[src/rtl/fetch_unit_pkg.sv]
// Shared constants and types for the instruction-fetch front end.
package fetch_unit_pkg;
  localparam int XLEN = 32;

  localparam logic [6:0] OP_BRANCH = 7'b1100011;
  localparam logic [6:0] OP_JAL    = 7'b1101111;
  localparam logic [6:0] OP_JALR   = 7'b1100111;

  typedef enum logic [2:0] {
    S_FETCH,
    S_WAIT_MEM,
    S_PREDICT,
    S_ISSUE,
    S_DRAIN
  } state_e;
endpackage

[src/rtl/fetch_unit_predecode.sv]
// Combinational pre-decode: control-flow class and sign-extended B/J immediates.
module if_predecode
  import fetch_unit_pkg::*;
(
  input  logic [XLEN-1:0] ins,
  output logic            is_branch,
  output logic            is_jal,
  output logic            is_jalr,
  output logic [XLEN-1:0] imm_b,
  output logic [XLEN-1:0] imm_j
);
  assign is_branch = (ins[6:0] == OP_BRANCH);
  assign is_jal    = (ins[6:0] == OP_JAL);
  assign is_jalr   = (ins[6:0] == OP_JALR);
  assign imm_b = {{19{ins[31]}}, ins[31], ins[7], ins[30:25], ins[11:8], 1'b0};
  assign imm_j = {{11{ins[31]}}, ins[31], ins[19:12], ins[20], ins[30:21], 1'b0};
endmodule

[src/rtl/fetch_unit.sv]
// Fetch FSM: icache request, pre-decode, predictor query, issue handshake, flush redirect.
module fetch_unit
  import fetch_unit_pkg::*;
#(
  parameter logic [XLEN-1:0] RESET_PC = 32'h0000_0000
) (
  input  logic            clk,
  input  logic            rst,
  input  logic            rdy,
  output logic            icache_req,
  output logic [XLEN-1:0] icache_addr,
  input  logic            icache_valid,
  input  logic [XLEN-1:0] icache_ins,
  output logic            ask_predictor,
  output logic [XLEN-1:0] jump_addr_from_if,
  output logic [XLEN-1:0] next_addr_from_if,
  output logic            now_ins_jalr,
  input  logic            jump,
  input  logic            predictor_sgn_rdy,
  input  logic            predictor_occupied,
  input  logic            if_flush,
  input  logic [XLEN-1:0] addr_to_if,
  output logic            ins_valid,
  output logic [XLEN-1:0] ins,
  output logic [XLEN-1:0] ins_pc,
  output logic            ins_pred_jump,
  input  logic            issue_stall
);
  state_e            state, state_n;
  logic [XLEN-1:0]   pc, npc, ins_q;
  logic [XLEN-1:0]   pd_in, imm_b, imm_j;
  logic              is_branch, is_jal, is_jalr;

  // Classify the arriving word in WAIT_MEM, the latched word afterwards.
  assign pd_in = (state == S_WAIT_MEM) ? icache_ins : ins_q;

  if_predecode u_pd (
    .ins       (pd_in),
    .is_branch (is_branch),
    .is_jal    (is_jal),
    .is_jalr   (is_jalr),
    .imm_b     (imm_b),
    .imm_j     (imm_j)
  );

  assign ask_predictor     = (state == S_PREDICT) && (is_jalr || !predictor_occupied);
  assign now_ins_jalr      = ask_predictor && is_jalr;
  assign jump_addr_from_if = (ask_predictor && !is_jalr) ? pc + imm_b : '0;
  assign next_addr_from_if = ask_predictor ? pc + 32'd4 : '0;
  assign ins               = ins_q;

  always_ff @(posedge clk or negedge rst) begin
    if (!rst)     state <= S_FETCH;
    else if (rdy) state <= state_n;
  end

  always_comb begin
    state_n = state;
    case (state)
      S_FETCH:    state_n = S_WAIT_MEM;
      S_WAIT_MEM: if (icache_valid) state_n = (is_branch || is_jalr) ? S_PREDICT : S_ISSUE;
      S_PREDICT:  if (ask_predictor && predictor_sgn_rdy) state_n = S_ISSUE;
      S_ISSUE:    if (!issue_stall) state_n = S_FETCH;
      S_DRAIN:    if (icache_valid) state_n = S_FETCH;
      default:    state_n = S_FETCH;
    endcase
    // A flush overrides everything except an in-progress drain, which already owns the cache.
    if (if_flush && state != S_DRAIN)
      state_n = (state == S_WAIT_MEM && !icache_valid) ? S_DRAIN : S_FETCH;
  end

  always_ff @(posedge clk or negedge rst) begin
    if (!rst) begin
      pc            <= RESET_PC;
      npc           <= '0;
      ins_q         <= '0;
      ins_pc        <= '0;
      ins_pred_jump <= 1'b0;
      ins_valid     <= 1'b0;
      icache_req    <= 1'b0;
      icache_addr   <= '0;
    end else if (rdy) begin
      if (if_flush) begin
        pc        <= addr_to_if;
        ins_valid <= 1'b0;
        if (icache_valid) icache_req <= 1'b0;
      end else begin
        case (state)
          S_FETCH: begin
            icache_req  <= 1'b1;
            icache_addr <= pc;
          end
          S_WAIT_MEM: if (icache_valid) begin
            icache_req <= 1'b0;
            ins_q      <= icache_ins;
            ins_pc     <= pc;
            if (!is_branch && !is_jalr) begin
              ins_valid     <= 1'b1;
              ins_pred_jump <= is_jal;
              npc           <= is_jal ? pc + imm_j : pc + 32'd4;
            end
          end
          S_PREDICT: if (ask_predictor && predictor_sgn_rdy) begin
            ins_valid     <= 1'b1;
            ins_pred_jump <= jump;
            npc           <= jump ? jump_addr_from_if : pc + 32'd4;
          end
          S_ISSUE: if (!issue_stall) begin
            ins_valid <= 1'b0;
            pc        <= npc;
          end
          S_DRAIN: if (icache_valid) icache_req <= 1'b0;
          default: ;
        endcase
      end
    end
  end
endmodule

[config.mk]
export PLATFORM = sky130hd
export DESIGN_NAME = fetch_unit
export DESIGN_NICKNAME = d
export VERILOG_FILES = /design/src/rtl/fetch_unit_pkg.sv /design/src/rtl/fetch_unit_predecode.sv /design/src/rtl/fetch_unit.sv
export SDC_FILE = /design/constraint.sdc
export NUM_CORES = 1
export LEC_CHECK = 0
export ABC_AREA = 1
export BUFFER_PORTS_ARGS = -buffer_cell sky130_fd_sc_hd__buf_4
export CAP_MARGIN = 5
export CORE_MARGIN = 2
export CORE_UTILIZATION = 52
export CTS_BUF_LIST = sky130_fd_sc_hd__clkbuf_8 sky130_fd_sc_hd__clkbuf_16
export DETAILED_ROUTE_END_ITERATION = 6
export GPL_TIMING_DRIVEN = 1
export PLACE_DENSITY = 0.84
export REMOVE_ABC_BUFFERS = 1
export SLEW_MARGIN = 15
export SYNTH_ARGS = -nofsm -noshare
export SYNTH_HDL_FRONTEND = slang
export SYNTH_SLANG_ARGS = --single-unit
[constraint.sdc]
create_clock -name clk -period 5.8 [get_ports clk]
set_clock_uncertainty 0.05 [all_clocks]
set_input_delay 1.45 -clock clk [delete_from_list [all_inputs] [get_ports clk]]
set_output_delay 1.45 -clock clk [all_outputs]
set_load 0.005 [all_outputs]
==> metrics.txt <==
status complete, but fails checks; failing checks DRC; CTS root buf clkbuf_16; Ports 238; switching power 4.97 mW; initial antenna violation count 1; Final Max Slew Viols 0; Tcrit/Tclk final 0.937; max_slew headroom 0.403; P_int 4.38 mW; Data arrival, critical path 3.93 ns; Die H 160 um; clock sinks 166; Synth Area in Adders 0.0518; dpl hpwl 37300 um; filler cell count 2264; Clock Latency Late Sink 0.45 ns; clock slew at reported path FFs 0.07 ns; fmax 0.184 GHz; clock power share 0.125; Synth Area in Compound Gates 0.121; peak supply drop 0.321 mV; die area 0.0255 mm^2; minimum clock period after layout 5.43 ns; largest net degree at the start of global routing 103; Vias/cell 5.54; Synth top area share 0.329; WL/cell 18.3 um; Clock Path Buffers 2; worst hold path class flip-flop to flip-flop; initial DRC count 1474; DR pass1 iterations 7; Post-DP Area 0.0147 mm^2; gr ovfl total 0; largest family of logic cells by synthesized area simple AND/OR/NAND/NOR gates; LEAKAGE 8.47 nW; mux share of post-synthesis cell area 0.00268; RSZ-0062 raised after global routing false; Die Span X 160 um; Crit Path Class flip-flop to output port; share of layout cells above drive strength 1 0.139; Total Routing Usage GR 0.366; nets 2338; Max FO, Critical Path 37; Site Rows 57; Seq/Total Area, Yosys 0.329; post-route ant nets 0; Placer Congestion 1.00; Power Total 9.34 mW; largest cells by area after synthesis dfrtp_1, nand2_1, inv_1; Synth Area in Simple Gates 0.352; CTS tree built; # diodes 0; synthesized flop and latch total 166; core box area 0.0240 mm^2; Final Util 0.637; Worst EP required 4.30 ns; Reg power frac 0.224; vias post-DR 14125; max-cap viol count 0; Yosys cell types 42; CTS buffer count 17; # DRC 13; Worst Tran Pin Value 0.895 ns; fraction of registers with async set/reset 1.00; Cells after Synth 2001; most numerous cell in the Yosys netlist nand2_1; final setup violation count 0; hold wc startpoint npc[24]$_DFFE_PN0P_; area grow syn2layout 21.3%; Hold Fails Final Rpt 0; switching share of power 0.531; Critical Path Source state[2]$_DFFE_PN0P_; Mapped Area 0.0126 mm^2; Worst Setup Start Kind flip-flop; Logic pwr share 0.650; # port buffers 237; number of synthesized flops with an enable pin 0; post-route cell area 0.0153 mm^2; XOR/XNOR share of the synthesized area 0.0299; yosys warns 0; htree depth 4; mean post-synth cell area 6.30 um^2; area leader, netlist dfrtp_1; synth cell count leaders nand2_1, inv_1, nor2_1; number of global-route vias before repair 13365; Starting Density 0.525; detailed-route wire length 46800 um; commonest register cell after synthesis dfrtp_1; setup TNS 0 ns; FF-to-FF Start state[2]$_DFFE_PN0P_; pwr dens 610 mW/mm^2; first-pass GRT wire length 72700 um; crit end category output port
==> sequential cells by signal (all words and copies together) (netlist names) <==
signal,cells
ins,32
pc,32
ins_pred_jump,1
icache_req,1
ins_pc,32
state,3
icache_addr,32
ins_valid,1
npc,32
==> final cells by class <==
type	count	area, um^2	area share
inverter	305	1140	0.0748
clock inverter	15	178	0.0116
timing repair buffer	255	1920	0.125
multi-input combinational	1469	7080	0.463
sequential	166	4150	0.271
clock buffer	17	425	0.0278
tap	324	405	0.0265
==> what timing repair did <==
item / CTS / global route
setup endpoints to repair: 0 / 9
hold buffers: 0 / 0
setup buffers: 0 / 0
gates resized for setup: 0 / 2
==> per-stage QoR <==
step,instances,setup slack [ns],hold WS [ns]
after floorplan,1940,0.0572,0.399
after global placement,2519,0.374,0.413
after detailed placement,2519,0.309,0.416
after CTS,2551,0.0778,0.434
after global routing,2551,0.0362,0.462
final,2551,0.365,0.434
==> logic make-up (layout without fill, tap and decap cells) <==
family | count (synthesis) | in the layout
buf+inv | 366 | 592
simple gates | 1096 | 1096
mux | 3 | 3
xor+xnor | 43 | 43
fa+ha+maj | 51 | 51
compound gates | 276 | 276
flops | 166 | 166
==> worst max-delay path, stage by stage (launching register included) <==
cell and delay [ns]:
dfrtp_1 0.46, inv_2 0.10, nand3_4 0.31, buf_4 0.29, nand2_1 0.06, o21ai_0 0.09
ha_1 0.25, inv_1 0.07, fa_1 0.42, inv_1 0.14, nand3_1 0.08, nand3_1 0.16
nand2_1 0.08, nand2_1 0.22, nand3_1 0.13, nand2_1 0.12, xnor2_1 0.09, nor2_2 0.23
buf_4 0.17
==> routing by layer <==
| layer | global-route usage | share of wire | routed length [um] | vias to the layer above |
|---|---|---|---|---|
| met5 | 0 | 0.00030 | 14 | - |
| met4 | 0.179 | 0.047 | 2210 | 2 |
| met3 | 0.0642 | 0.096 | 4510 | 143 |
| met2 | 0.564 | 0.44 | 20500 | 772 |
| met1 | 0.501 | 0.42 | 19500 | 6509 |
| li1 | - | - | - | 6699 |
==> cell usage in the layout, fill, tap and decap left out, types with 14 or more instances in the layout <==
cell type    n
a21oi_1     49
buf_4      254
clkbuf_16   17
dfrtp_1    166
ha_1        49
inv_1      302
nand2_1    701
nand3_1    111
nand4_1     21
nor2_1     210
nor3_1      21
o211ai_1    28
o21ai_0    166
xnor2_1     14
xor2_1      29
==> final timing paths <==
path	slack, ns	cells after the start	to
max reg2reg	2.05	19	npc[17]$_DFFE_PN0P_
min reg2reg	0.43	2	npc[24]$_DFFE_PN0P_
min	0.43	2	npc[24]$_DFFE_PN0P_
max in group asynchronous	3.52	2	npc[24]$_DFFE_PN0P_
min in group asynchronous	1.05	1	icache_addr[23]$_DFFE_PN0P_
max	0.37	18	jump_addr_from_if[17]
==> power groups by stage <==
stage | clock [mW] | combinational [mW] | sequential (mW)
finish | 1.17 | 6.08 | 2.10
global route | 1.22 | 6.73 | 2.15
CTS | 1.18 | 5.95 | 2.07
detailed placement | 0 | 5.92 | 2.09
global placement | 0 | 5.83 | 2.07
floorplan | 0 | 3.74 | 1.99
Power figures use the tool's default switching activity.
